[src/rtl/shift_register_pkg.sv]
// -----------------------------------------------------------------------------
// shift_register_pkg
//   Constants and small helpers shared by the UART receive and transmit paths.
//
//   OVERSAMPLE       : oversample ticks per serial bit
//   MID_SAMPLE       : oversample count at which a bit is sampled (mid-bit)
//   DATA_BITS        : data bits per character
//   TICK_DIV_DEFAULT : system clocks per oversample tick (100 MHz / (9600*16))
// -----------------------------------------------------------------------------
package shift_register_pkg;

    localparam int unsigned OVERSAMPLE       = 16;
    localparam int unsigned DATA_BITS        = 8;
    localparam int unsigned TICK_DIV_DEFAULT = 651;

    // Counter widths derived from the constants above.
    localparam int unsigned OS_W      = $clog2(OVERSAMPLE);
    localparam int unsigned BIT_CNT_W = $clog2(DATA_BITS + 1);

    // The externally visible oversample count is one bit wider than needed;
    // the extra MSB is always zero.
    localparam int unsigned COUNT_W   = OS_W + 1;

    typedef logic [OS_W-1:0]      os_cnt_t;
    typedef logic [BIT_CNT_W-1:0] bit_cnt_t;
    typedef logic [DATA_BITS-1:0] data_t;

    localparam os_cnt_t  MID_SAMPLE = os_cnt_t'(7);
    localparam bit_cnt_t BITS_FULL  = bit_cnt_t'(DATA_BITS);
    localparam bit_cnt_t BITS_LAST  = bit_cnt_t'(DATA_BITS - 1);

    // LSB-first assembly: the newest bit enters at the MSB, so after
    // DATA_BITS shifts the first bit received sits in bit 0.
    function automatic data_t shift_lsb_first(input data_t cur, input logic bit_in);
        return {bit_in, cur[DATA_BITS-1:1]};
    endfunction

endpackage : shift_register_pkg

[src/rtl/shift_register_if.sv]
// -----------------------------------------------------------------------------
// shift_register_if
//   Bundle between the RX control FSM (master) and the RX bit sampler /
//   deserializer (slave).
//
//   data_in  : serial RX line, already synchronized          (master -> slave)
//   sel      : shift enable, 1 while data bits are received  (master -> slave)
//   baud_clk : one-clk oversample tick                        (slave -> master)
//   shift_in : one-clk strobe when a bit is shifted in        (slave -> master)
//   done     : one-clk pulse when the last data bit lands     (slave -> master)
//   data_out : assembled byte, LSB first                      (slave -> master)
//   count    : oversample position inside the current bit     (slave -> master)
//   Count    : number of data bits captured, 0..DATA_BITS     (slave -> master)
// -----------------------------------------------------------------------------
interface shift_register_if import shift_register_pkg::*; ();

    logic                data_in;
    logic                sel;
    logic                baud_clk;
    logic                shift_in;
    logic                done;
    data_t               data_out;
    logic [COUNT_W-1:0]  count;
    bit_cnt_t            Count;

    modport master (
        output data_in,
        output sel,
        input  baud_clk,
        input  shift_in,
        input  done,
        input  data_out,
        input  count,
        input  Count
    );

    modport slave (
        input  data_in,
        input  sel,
        output baud_clk,
        output shift_in,
        output done,
        output data_out,
        output count,
        output Count
    );

endinterface : shift_register_if

[src/rtl/shift_register_baud_tick_gen.sv]
// -----------------------------------------------------------------------------
// baud_tick_gen
//   Free-running divider that produces a one-clk oversample tick every
//   TICK_DIV system clocks. Shared between the UART RX and TX paths.
//
//   TICK_DIV : system clocks per tick, must be >= 2
//   clk      : system clock, rising edge
//   reset    : asynchronous, active-low reset
//   tick     : registered tick, high for the single clk after the divider
//              wraps; the first tick appears TICK_DIV clocks after reset
// -----------------------------------------------------------------------------
module baud_tick_gen import shift_register_pkg::*; #(
    parameter int unsigned TICK_DIV = TICK_DIV_DEFAULT
) (
    input  logic clk,
    input  logic reset,
    output logic tick
);

    localparam int unsigned DIV_W = $clog2(TICK_DIV);

    localparam logic [DIV_W-1:0] DIV_ZERO = DIV_W'(0);
    localparam logic [DIV_W-1:0] DIV_ONE  = DIV_W'(1);
    localparam logic [DIV_W-1:0] DIV_LAST = DIV_W'(TICK_DIV - 1);

    logic [DIV_W-1:0] div_r;
    logic             tick_r;
    logic             wrap_s;

    // Divider is on its final count this cycle and wraps at the next edge.
    always_comb begin
        wrap_s = 1'b0;
        if (div_r == DIV_LAST) begin
            wrap_s = 1'b1;
        end else begin
            wrap_s = 1'b0;
        end
    end

    // Divider counter and registered tick (tick lands in the wrap cycle).
    always_ff @(posedge clk or negedge reset) begin
        if (!reset) begin
            div_r  <= DIV_ZERO;
            tick_r <= 1'b0;
        end else if (wrap_s) begin
            div_r  <= DIV_ZERO;
            tick_r <= 1'b1;
        end else begin
            div_r  <= div_r + DIV_ONE;
            tick_r <= 1'b0;
        end
    end

    assign tick = tick_r;

endmodule : baud_tick_gen

[src/rtl/shift_register.sv]
// -----------------------------------------------------------------------------
// shift_register
//   UART RX bit sampler and deserializer. Generates the 16x oversample tick,
//   and while sel is high samples the line at mid-bit, shifting DATA_BITS bits
//   LSB-first into data_out. done pulses with the final shift.
//
//   TICK_DIV : system clocks per oversample tick (>= 2)
//   clk      : system clock, rising edge
//   reset    : asynchronous, active-low reset
//   bus      : shift_register_if.slave (data_in, sel in; baud_clk, shift_in,
//              done, data_out, count, Count out) -- all outputs registered
//
//   Alignment: count = 0 is the first tick on which sel is seen high, so the
//   first sample happens on the 8th tick and the last on the 120th.
// -----------------------------------------------------------------------------
module shift_register import shift_register_pkg::*; #(
    parameter int unsigned TICK_DIV = TICK_DIV_DEFAULT
) (
    input  logic            clk,
    input  logic            reset,
    shift_register_if.slave bus
);

    logic     baud_clk_s;
    logic     sample_s;
    logic     last_s;

    os_cnt_t  os_cnt_r;
    bit_cnt_t bit_cnt_r;
    data_t    data_r;
    logic     shift_in_r;
    logic     done_r;

    baud_tick_gen #(
        .TICK_DIV (TICK_DIV)
    ) u_baud_tick_gen (
        .clk   (clk),
        .reset (reset),
        .tick  (baud_clk_s)
    );

    // Sample decision: an enabled tick at mid-bit while the byte has room.
    // A sel change coincident with a tick takes effect for that tick.
    always_comb begin
        sample_s = 1'b0;
        last_s   = 1'b0;
        if (bus.sel && baud_clk_s && (os_cnt_r == MID_SAMPLE) && (bit_cnt_r < BITS_FULL)) begin
            sample_s = 1'b1;
            last_s   = (bit_cnt_r == BITS_LAST);
        end else begin
            sample_s = 1'b0;
            last_s   = 1'b0;
        end
    end

    // Oversample/bit counters, shift register and strobes. Dropping sel
    // clears the counters (aborting any partial byte) but keeps data_r.
    always_ff @(posedge clk or negedge reset) begin
        if (!reset) begin
            os_cnt_r   <= os_cnt_t'(0);
            bit_cnt_r  <= bit_cnt_t'(0);
            data_r     <= data_t'(0);
            shift_in_r <= 1'b0;
            done_r     <= 1'b0;
        end else begin
            shift_in_r <= sample_s;
            done_r     <= last_s;
            if (!bus.sel) begin
                os_cnt_r  <= os_cnt_t'(0);
                bit_cnt_r <= bit_cnt_t'(0);
            end else if (baud_clk_s) begin
                // Natural 4-bit wrap gives 15 -> 0.
                os_cnt_r <= os_cnt_r + os_cnt_t'(1);
                if (sample_s) begin
                    data_r    <= shift_lsb_first(data_r, bus.data_in);
                    bit_cnt_r <= bit_cnt_r + bit_cnt_t'(1);
                end else begin
                    data_r    <= data_r;
                    bit_cnt_r <= bit_cnt_r;
                end
            end else begin
                os_cnt_r  <= os_cnt_r;
                bit_cnt_r <= bit_cnt_r;
            end
        end
    end

    assign bus.baud_clk = baud_clk_s;
    assign bus.shift_in = shift_in_r;
    assign bus.done     = done_r;
    assign bus.data_out = data_r;
    assign bus.count    = {1'b0, os_cnt_r};
    assign bus.Count    = bit_cnt_r;

endmodule : shift_register

[src/flat_wrapper.sv]
// flat-port wrapper written by rule: the top's interface ports become plain ports
module shift_register_flat import shift_register_pkg::*;
#(
    parameter int unsigned TICK_DIV = TICK_DIV_DEFAULT
)
  (clk, reset, bus_data_in, bus_sel, bus_baud_clk, bus_shift_in, bus_done, bus_data_out, bus_count, bus_Count);
  shift_register_if bus_i ();
  input  logic clk;
  input  logic reset;
  input wire logic [$bits(bus_i.data_in)-1:0] bus_data_in;
  input wire logic [$bits(bus_i.sel)-1:0] bus_sel;
  output wire logic [$bits(bus_i.baud_clk)-1:0] bus_baud_clk;
  output wire logic [$bits(bus_i.shift_in)-1:0] bus_shift_in;
  output wire logic [$bits(bus_i.done)-1:0] bus_done;
  output wire logic [$bits(bus_i.data_out)-1:0] bus_data_out;
  output wire logic [$bits(bus_i.count)-1:0] bus_count;
  output wire logic [$bits(bus_i.Count)-1:0] bus_Count;
  assign bus_i.data_in = bus_data_in;
  assign bus_i.sel = bus_sel;
  assign bus_baud_clk = bus_i.baud_clk;
  assign bus_shift_in = bus_i.shift_in;
  assign bus_done = bus_i.done;
  assign bus_data_out = bus_i.data_out;
  assign bus_count = bus_i.count;
  assign bus_Count = bus_i.Count;
  shift_register #(.TICK_DIV(TICK_DIV)) u_core (.clk(clk), .reset(reset), .bus(bus_i));
endmodule
[config.mk]
export PLATFORM = sky130hd
export DESIGN_NAME = shift_register_flat
export DESIGN_NICKNAME = d
export VERILOG_FILES = /design/src/rtl/shift_register_pkg.sv /design/src/rtl/shift_register_if.sv /design/src/rtl/shift_register_baud_tick_gen.sv /design/src/rtl/shift_register.sv /design/src/flat_wrapper.sv
export SDC_FILE = /design/constraint.sdc
export NUM_CORES = 1
export LEC_CHECK = 0
export CORE_ASPECT_RATIO = 0.8
export CORE_MARGIN = 2
export CORE_UTILIZATION = 45
export CTS_CLUSTER_SIZE = 20
export DETAILED_ROUTE_END_ITERATION = 7
export GPL_TIMING_DRIVEN = 0
export PLACE_DENSITY = 0.7
export SLEW_MARGIN = 25
export SYNTH_ARGS = -nofsm -noshare
export SYNTH_HDL_FRONTEND = slang
export SYNTH_SLANG_ARGS = --single-unit
[constraint.sdc]
create_clock -name clk -period 1.76 [get_ports clk]
set_clock_uncertainty 0.15 [all_clocks]
set_input_delay 0.352 -clock clk [delete_from_list [all_inputs] [get_ports clk]]
set_output_delay 0.352 -clock clk [all_outputs]
set_load 0.005 [all_outputs]
==> flow_summary.json, run 1 <==
{
  "status": "completed",
  "synth_area_um2": 1300,
  "worstMarginPinSlew_ns": 0.624,
  "wl_per_cell_um": 13.1,
  "power.total_w": 0.00107,
  "seqPwrFrac_pct": 62.3,
  "yosys.area.top_type": "dfrtp_1",
  "fillers": 231,
  "antenna_found_initial": 0,
  "synth_top_family_by_area": "simple AND/OR/NAND/NOR gates",
  "layout-drive-gt1-share_pct": 22.9,
  "synth_top_area_share_pct": 55.7,
  "min_period_ns": 1.72,
  "syn_inst": 104,
  "rsz0062_at_grt": "true",
  "setup_viol": 0,
  "synthToLayoutAreaGrowth_pct": 31.3,
  "num_vias": 898,
  "dr.first_iter.drc_count": 45,
  "vdd_drop_max_mv": 0.505,
  "start_util_pct": 47.1,
  "antenna_cells": 0,
  "ios": 24,
  "avgSynthCellArea_um2": 12.5,
  "async_reset_ff_share_pct": 100,
  "synthMuxAreaShare_pct": 12.5,
  "clock-root-buffer": "clkbuf_4",
  "maxCapViolations": 0,
  "slew_headroom_pct": 58.4,
  "worstSetupPathType": "reg2reg",
  "synth_fa_ha_area_share_pct": 3.84,
  "antenna_left": 0,
  "dp.cells": 163,
  "power.switching_w": 0.000244,
  "drc": 0,
  "clkPwrFrac_pct": 35.5,
  "viasPerCell": 4.93,
  "slew_violations": 0,
  "synthesis.nets": 112,
  "fmax_mhz": 581,
  "core_um2": 2770,
  "place.gp.congestion": 0.712,
  "cts_tree": "done",
  "p_int_w": 0.000825,
  "cp-start-kind": "register",
  "worstPathMaxFanout": 10,
  "endpoint_kind": "register",
  "power_density_nw_per_um2": 625,
  "clock_sinks": 29,
  "final_design_area_no_fill_um2": 1710,
  "wl_um": 2390,
  "hpwl_um": 1600,
  "synth_commonest_cells": "29 x dfrtp_1, 7 x nand2_1, 7 x xnor2_1",
  "dieWidth_um": 64.2,
  "grt_usage_pct": 16.8,
  "finalCritPeriodShare_pct": 97.8,
  "insertion_delay_ns": 0.33,
  "worst_ep_required_time_ns": 1.83,
  "grt_max_degree": 30,
  "p_leak_nw": 0.983,
  "placement.io_buffers": 21,
  "netSwitchingFraction_pct": 22.8,
  "clockBufferDepth": 2,
  "die_h_um": 52.1,
  "grt_pass1_wl_um": 4100,
  "synth_compound_area_share_pct": 1.92,
  "yosysMostFrequentCell": "dfrtp_1",
  "cts_inserted_buffers": 5,
  "dieArea_um2": 3340,
  "fp-row-count": 17,
  "p_comb_share_pct": 2.2,
  "finalHoldViolCount": 0,
  "dr.pass1.iters": 4,
  "post_dp_cell_area_um2": 1560,
  "instances_no_fill": 182,
  "synth_seq_cells": 29,
  "synth.distinct_cells": 31,
  "synth_warnings": 0,
  "synthTopCellsByArea": "dfrtp_1 56%, mux2_4 6.9%, xnor2_1 4.7%",
  "synth_edf_count": 0,
  "gr-total-overflow": 0,
  "synthSimpleGateAreaFrac_pct": 16.2,
  "clkTransAtPathRegs_ns": 0.10,
  "synth_ff_type": "dfrtp_1",
  "holdCritPathClass": "in2reg",
  "yosysSeqAreaShare_pct": 55.7,
  "fin_nets": 151,
  "grt_pass1_vias": 924,
  "worstPathArrival_ns": 1.79,
  "htreeDepth": 2,
  "synth_xor_area_share_pct": 6.05
}
==> state kept, by name, indices dropped and copies added (netlist names) <==
signal	flops
u_core.os_cnt_r	4
u_core.bus.done	1
u_core.bus.data_out	8
u_core.u_baud_tick_gen.div_r	10
u_core.u_baud_tick_gen.tick	1
u_core.bus.Count	4
u_core.bus.shift_in	1
==> cell type report <==
type	instances	area, um2	share of cell area [%]
Multi-Input combinational cell	67	538	31.5
Timing Repair Buffer	33	313	18.3
Inverter	5	18.8	1.10
Clock buffer	6	41.3	2.41
Tap cell	38	47.5	2.78
Sequential cell	29	727	42.5
Buffer	2	15.0	0.878
Clock inverter	2	10.0	0.585
==> stage by stage <==
stage,hold WS [ns],util (%),TNS [ns],worst slack [ns]
after floorplan,-0.0936,-,0,0.0348
after global placement,0.335,56.4,-7.40,-0.253
after detailed placement,0.263,56.2,-0.161,-0.0331
after CTS,0.138,59.6,0,0.00815
after global routing,0.146,61.9,-0.00418,-0.00418
final,0.143,61.9,0,0.0396
==> cells by family after synthesis <==
kind of cell / after synthesis
compound gates: 4
xor+xnor: 9
fa+ha+maj: 4
buf+inv: 8
flops: 29
mux: 13
other cells: 1
simple gates: 36
==> per-layer routing <==
layer / vias to the layer above / global-route usage [%] / share of wire [%]
li1: 435 / - / -
met1: 433 / 20.0 / 47
met2: 23 / 27.4 / 47
met3: 7 / 5.19 / 4.9
met4: 0 / 9.57 / 1.8
met5: - / 0 / 0
==> power groups by stage <==
stage	Sequential (W)	Clock [W]	Combinational [W]
3_5_place_dp	0.000679	0	0.0000235
2_1_floorplan	0.000679	0	0.00000574
5_1_grt	0.000666	0.000432	0.0000275
3_3_place_gp	0.000679	0	0.0000241
6_report	0.000666	0.000379	0.0000237
4_1_cts	0.000666	0.000395	0.0000250
==> placed cells by master (no fill, tap or decap), types with 3 or more instances in the layout <==
cell and n:
dfrtp_1 28, mux2_4 6, dlymetal6s2s_1 7, mux2i_1 5, nand2_1 7, nand4_1 4
xnor2_1 7, clkdlybuf4s50_1 11, and2_1 3, clkbuf_4 5, inv_1 5, nand3_1 5
nor2_1 5, ha_1 4, buf_4 13
==> worst max-delay path, stage by stage, from the launching register on <==
cell and delay (ns):
dfrtp_1 0.40, or2_1 0.26, or3_4 0.47, mux2_4 0.32
==> path summary, 6_finish.rpt <==
path                                                      start  slack, ns                               to  cells after the start
worst max-delay path                        u_core.bus.Count[3]       0.04           u_core.bus.data_out[5]                      3
worst min-delay path                                    bus_sel       0.14              u_core.bus.Count[3]                      2
worst max register to register              u_core.bus.Count[3]       0.04           u_core.bus.data_out[5]                      3
worst min register to register  u_core.u_baud_tick_gen.div_r[5]       0.37  u_core.u_baud_tick_gen.div_r[5]                      1
max in group asynchronous                                 reset       0.61      u_core.u_baud_tick_gen.tick                      2
min in group asynchronous                                 reset       0.41              u_core.bus.Count[3]                      2
==> timing repair <==
action,4_1_cts,5_1_grt
pin swaps,0,1
setup endpoints to repair,14,22
buffers inserted,6,5
gates resized for setup,3,8
hold endpoints to repair,29,0
hold buffers,1,0
Note: power is estimated with default switching activity, not from simulation.
==> run 2: changes to the inputs <==
--- a/config.mk
+++ b/config.mk
@@ -12,6 +12,7 @@
 export DETAILED_ROUTE_END_ITERATION = 7
 export GPL_TIMING_DRIVEN = 0
 export PLACE_DENSITY = 0.7
+export SKIP_LAST_GASP = 1
 export SLEW_MARGIN = 25
 export SYNTH_ARGS = -nofsm -noshare
 export SYNTH_HDL_FRONTEND = slang
==> run 2 against run 1 <==
Combinational power hardly changed. Maximum frequency is 0.66% lower. Wire length stayed put. Cell count is 0.55% higher. Non-clock buffer count is 1 higher. First-iteration DRC count is 13% higher. Sequential share of layout area is 0.22 points lower. Worst setup slack worse by 0.011 ns. Sequential power hardly changed. Utilization is 0.32 points higher. Largest cell class unchanged.
==> flow_summary.json, run 2 (same netlist as run 1, synthesis figures left out) <==
{
  "status": "completed",
  "antenna_cells": 0,
  "power_density_nw_per_um2": 622,
  "clock-root-buffer": "clkbuf_4",
  "dieWidth_um": 64.2,
  "core_um2": 2770,
  "clock_sinks": 29,
  "insertion_delay_ns": 0.33,
  "fillers": 230,
  "worstMarginPinSlew_ns": 0.625,
  "p_leak_nw": 0.984,
  "die_h_um": 52.1,
  "hpwl_um": 1600,
  "fmax_mhz": 577,
  "wl_um": 2390,
  "endpoint_kind": "output port",
  "fin_nets": 152,
  "fp-row-count": 17,
  "timing.critical_path.buf_inv": 1,
  "path_cells": "clkdlybuf4s50_1",
  "multi_input_area_um2": 538,
  "worst_ep_required_time_ns": 1.26,
  "rr_startpoint": "u_core.bus.Count[3]",
  "grt_max_degree": 30,
  "worstPathMaxFanout": 3,
  "place_ws_ns": -0.0331,
  "regArea_um2": 727,
  "dieArea_um2": 3340,
  "crit_slowest_cell": "clkdlybuf4s50_1",
  "setup_viol": 0,
  "regMostFlops": "u_core.u_baud_tick_gen.div_r",
  "worstSetupPathType": "reg2out",
  "holdWs_ns": 0.143,
  "r2r-end": "u_core.bus.data_out[5]",
  "layout-drive-gt1-share_pct": 23.4,
  "clockBufferDepth": 2,
  "place.gp.congestion": 0.712,
  "synthToLayoutAreaGrowth_pct": 32.0,
  "cp-start-kind": "register",
  "worstHoldStart": "bus_sel",
  "ios": 24,
  "layout_commonest_cell": "dfrtp_1",
  "slew_headroom_pct": 58.3,
  "rsz0062_at_grt": "true",
  "finalHoldViolCount": 0,
  "cts_tree": "done",
  "drc": 0,
  "maxCapViolations": 0,
  "grt_pass1_vias": 924,
  "antenna_found_initial": 0,
  "dr.first_iter.drc_count": 51,
  "clkTransAtPathRegs_ns": 0.10,
  "worstPathArrival_ns": 1.23,
  "dr.pass1.iters": 4,
  "reg2reg_setup_slack_ns": 0.04,
  "mostFrequentLayoutCells": "28 x dfrtp_1, 14 x buf_4, 12 x clkdlybuf4s50_1",
  "min_period_ns": 1.73,
  "reg2reg_depth": 3,
  "vdd_drop_max_mv": 0.507,
  "finalCritPeriodShare_pct": 98.4,
  "cts_inserted_buffers": 5,
  "antenna_left": 0,
  "placement.io_buffers": 21,
  "htreeDepth": 2,
  "start_util_pct": 47.1,
  "num_vias": 900,
  "gr-total-overflow": 0,
  "min_delay_path_depth": 2,
  "largest_reg_flops": 10,
  "critPathTopFamily": "buffers and inverters",
  "grt_usage_pct": 16.8,
  "slew_violations": 0,
  "grt_pass1_wl_um": 4100,
  "holdCritPathClass": "in2reg",
  "wl_per_cell_um": 13.1,
  "slowest_delay_ns": 0.51,
  "hold_end": "u_core.bus.Count[3]",
  "power.total_w": 0.00107,
  "fin_util_pct": 62.2,
  "viasPerCell": 4.92,
  "setup_ws_ns": 0.0281
}
[run 2: changes by cell type in the layout (fill, tap and decap cells not counted)]
cell,before,now
buf_4,13,14
clkdlybuf4s50_1,11,12
dlygate4sd2_1,2,1
[run 2: power by group]
part	leakage (nW)	switching, W	total (W)	internal (W)
combinational	0.563	0.0000161	0.0000237	0.00000757
sequential	0.389	0.0000000000000000000528	0.000666	0.000666
clock	0.0320	0.000228	0.000379	0.000152
[run 2: cell type report]
type / instances / share of cell area (%)
buffer: 2 / 0.873
timing repair buffer: 34 / 18.7
inverter: 5 / 1.09
clock buffer: 6 / 2.40
clock inverter: 2 / 0.582
sequential: 29 / 42.3
multi-input combinational: 67 / 31.3
tap: 38 / 2.77
[run 2: timing repair]
action / in CTS / in global routing
endpoints found under the setup margin: 14 / 23
endpoints found under the hold margin: 29 / 0
pin swaps: 0 / 1
setup buffers: 6 / 6
hold buffers: 1 / 0
resized for setup: 2 / 8
[run 2: metrics by stage]
stage / TNS (ns) / instances / instance area (um2)
6_report: 0 / 183 / 1720
5_1_grt: -0.0116 / 183 / 1720
4_1_cts: -0.0403 / 177 / 1650
3_5_place_dp: -0.161 / 163 / 1560
3_3_place_gp: -7.40 / 163 / 1560
2_1_floorplan: 0 / 104 / 1300
[run 2: worst max path at each step]
stage / startpoint / to / slack [ns] / depth (start not counted)
final: u_core.u_baud_tick_gen.tick / bus_baud_clk / 0.03 / 1
after global routing: u_core.u_baud_tick_gen.tick / bus_baud_clk / -0.008 / 1
after floorplan: u_core.os_cnt_r[0] / u_core.bus.data_out[1] / 0.03 / 5
after global placement: reset / u_core.u_baud_tick_gen.div_r[4] / -0.25 / 1
after detailed placement: u_core.os_cnt_r[0] / u_core.bus.data_out[5] / -0.03 / 5
after CTS: u_core.u_baud_tick_gen.tick / bus_baud_clk / -0.04 / 1
[run 2: routing by layer]
layer  wire length, um  vias to the layer above  global-route usage, %
met5                 0                        -                      0
met4                44                        0                   9.57
met3               121                        7                   5.19
met2              1120                       25                   27.4
met1              1110                      432                   20.0
li1                  -                      436                      -
==> run 3: changes to the inputs <==
--- a/config.mk
+++ b/config.mk
@@ -11,7 +11,7 @@
 export CTS_CLUSTER_SIZE = 20
 export DETAILED_ROUTE_END_ITERATION = 7
 export GPL_TIMING_DRIVEN = 0
-export PLACE_DENSITY = 0.7
+export PLACE_DENSITY = 0.67
 export SKIP_LAST_GASP = 1
 export SLEW_MARGIN = 25
 export SYNTH_ARGS = -nofsm -noshare
==> constraint.sdc (replaced) <==
create_clock -name clk -period 2.11 [get_ports clk]
set_clock_uncertainty 0.15 [all_clocks]
set_input_delay 0.422 -clock clk [delete_from_list [all_inputs] [get_ports clk]]
set_output_delay 0.422 -clock clk [all_outputs]
set_load 0.005 [all_outputs]
==> run 3 against run 2 <==
Sequential cell count stayed put. Largest power group unchanged. Cell area is 5.7% lower. Utilization is 3.6 points lower. Critical path type unchanged.
==> flow_summary.json, run 3 (same netlist as run 1, synthesis figures left out) <==
{
  "status": "completed",
  "finalCritPeriodShare_pct": 89.9,
  "crit_slowest_cell": "clkdlybuf4s50_1",
  "worstSetupPathType": "reg2out",
  "timing.critical_path.buf_inv": 1,
  "clkPwrFrac_pct": 36.2,
  "setup_viol": 0,
  "synthToLayoutAreaGrowth_pct": 24.4,
  "ios": 24,
  "clockBufferDepth": 2,
  "grt_pass1_vias": 868,
  "largest_reg_flops": 10,
  "min_delay_path_depth": 2,
  "min_period_ns": 1.90,
  "mostFrequentLayoutCells": "29 x dfrtp_1, 20 x clkdlybuf4s50_1, 7 x xnor2_1, 7 x nand2_1, 6 x mux2_4",
  "cts_inserted_buffers": 5,
  "start_util_pct": 47.1,
  "critPathTopFamily": "buffers and inverters",
  "clock-root-buffer": "clkbuf_4",
  "hpwl_um": 1490,
  "p_comb_share_pct": 2.2,
  "power_density_nw_per_um2": 556,
  "insertion_delay_ns": 0.31,
  "worstHoldStart": "bus_sel",
  "regMostFlops": "u_core.u_baud_tick_gen.div_r",
  "antenna_cells": 0,
  "holdCritPathClass": "in2reg",
  "clock_sinks": 29,
  "placement.io_buffers": 21,
  "dieArea_um2": 3340,
  "viasPerCell": 5.02,
  "path_cells": "clkdlybuf4s50_1",
  "htreeDepth": 2,
  "vdd_drop_max_mv": 0.442,
  "ctsResizeCount": 0,
  "finalHoldViolCount": 0,
  "slew_violations": 0,
  "dr.pass1.iters": 4,
  "r2r-end": "u_core.bus.data_out[5]",
  "cp-start-kind": "register",
  "worstMarginPinSlew_ns": 0.621,
  "grt_usage_pct": 16.1,
  "layout_commonest_cell": "dfrtp_1",
  "antenna_found_initial": 0,
  "fillers": 249,
  "rr_startpoint": "u_core.os_cnt_r[0]",
  "drc": 0,
  "reg2reg_setup_slack_ns": 0.30,
  "wl_per_cell_um": 12.4,
  "worstPathArrival_ns": 1.33,
  "p_int_w": 0.000718,
  "startpoint": "u_core.u_baud_tick_gen.tick",
  "power.switching_w": 0.000182,
  "rsz0062_at_grt": "false",
  "place.gp.congestion": 0.785,
  "cts_tree": "done",
  "clkTransAtPathRegs_ns": 0.08,
  "grt_pass1_wl_um": 3910,
  "p_leak_nw": 0.774,
  "fin_nets": 141,
  "wl_um": 2130,
  "maxCapViolations": 0,
  "grt_max_degree": 30,
  "reg2reg_depth": 5,
  "antenna_left": 0,
  "netSwitchingFraction_pct": 20.2,
  "seqPwrFrac_pct": 61.7,
  "die_h_um": 52.1,
  "hold_end": "u_core.bus.Count[3]",
  "worst_ep_required_time_ns": 1.54,
  "endpoint_kind": "output port",
  "dr.first_iter.drc_count": 37,
  "worstPathMaxFanout": 5,
  "fp-row-count": 17,
  "layout-drive-gt1-share_pct": 15.8,
  "gr-total-overflow": 0,
  "core_um2": 2770,
  "slew_headroom_pct": 58.6,
  "fmax_mhz": 527,
  "dieWidth_um": 64.2,
  "tns_ns": 0,
  "holdWs_ns": 0.230,
  "num_vias": 858,
  "slowest_delay_ns": 0.55
}
run 3: cell types whose count changed in the layout (fill, tap and decap cells not counted), sizes merged:
| cell | delta |
|---|---|
| dlygate4sd2 | -1 |
| dlymetal6s2s | -7 |
| clkdlybuf4s50 | +8 |
| clkbuf | +1 |
| clkinv | -2 |
| buf | -11 |
run 3: how the worst max path moves through the flow:
stage                                 endpoint  slack, ns  cells past startpoint
2_1_floorplan           u_core.bus.data_out[1]       0.38                      5
3_3_place_gp   u_core.u_baud_tick_gen.div_r[6]       0.01                      1
3_5_place_dp            u_core.bus.data_out[5]       0.30                      5
4_1_cts                           bus_baud_clk       0.18                      1
5_1_grt                           bus_baud_clk       0.15                      1
6_report                          bus_baud_clk       0.21                      1
run 3: power groups by stage:
stage / logic, W / registers (W) / clock network (W)
detailed placement: 0.0000193 / 0.000566 / 0
finish: 0.0000196 / 0.000555 / 0.000325
floorplan: 0.00000479 / 0.000566 / 0
CTS: 0.0000207 / 0.000555 / 0.000345
global placement: 0.0000200 / 0.000566 / 0
global route: 0.0000232 / 0.000555 / 0.000368
run 3: metrics by stage:
stage               area (um2)  util [%]  power (W)  std cells  worst slack (ns)
finish                    1620      58.6   0.000900        171             0.213
global route              1620      58.6   0.000946        171             0.150
CTS                       1620      58.6   0.000921        171             0.182
detailed placement        1560      56.2   0.000586        163             0.298
global placement          1560      56.4   0.000586        163            0.0118
floorplan                 1300         -   0.000571        104             0.385
run 3: final cells by class:
cell class                 count  area, um2  area share (%)
multi-input combinational     67        532            32.8
clock buffer                   7       55.1            3.40
timing repair buffer          22        215            13.3
sequential                    29        726            44.8
tap                           38       47.5            2.93
inverter                       5       18.8            1.16
buffer                         3       26.3            1.62
run 3: timing repair:
item | in CTS | in global routing
hold endpoints to repair | 29 | 0
setup buffers | 0 | 0
hold buffers | 1 | 0
run 3: per-layer routing:
layer / GRT usage (%) / part of all wire, % / wire (um) / vias up
met4: 10.6 / 2.1 / 44 / 0
met5: 0 / 0 / 0 / -
li1: - / - / - / 413
met3: 4.55 / 4.3 / 91 / 5
met1: 21.1 / 49 / 1050 / 421
met2: 23.3 / 44 / 938 / 19
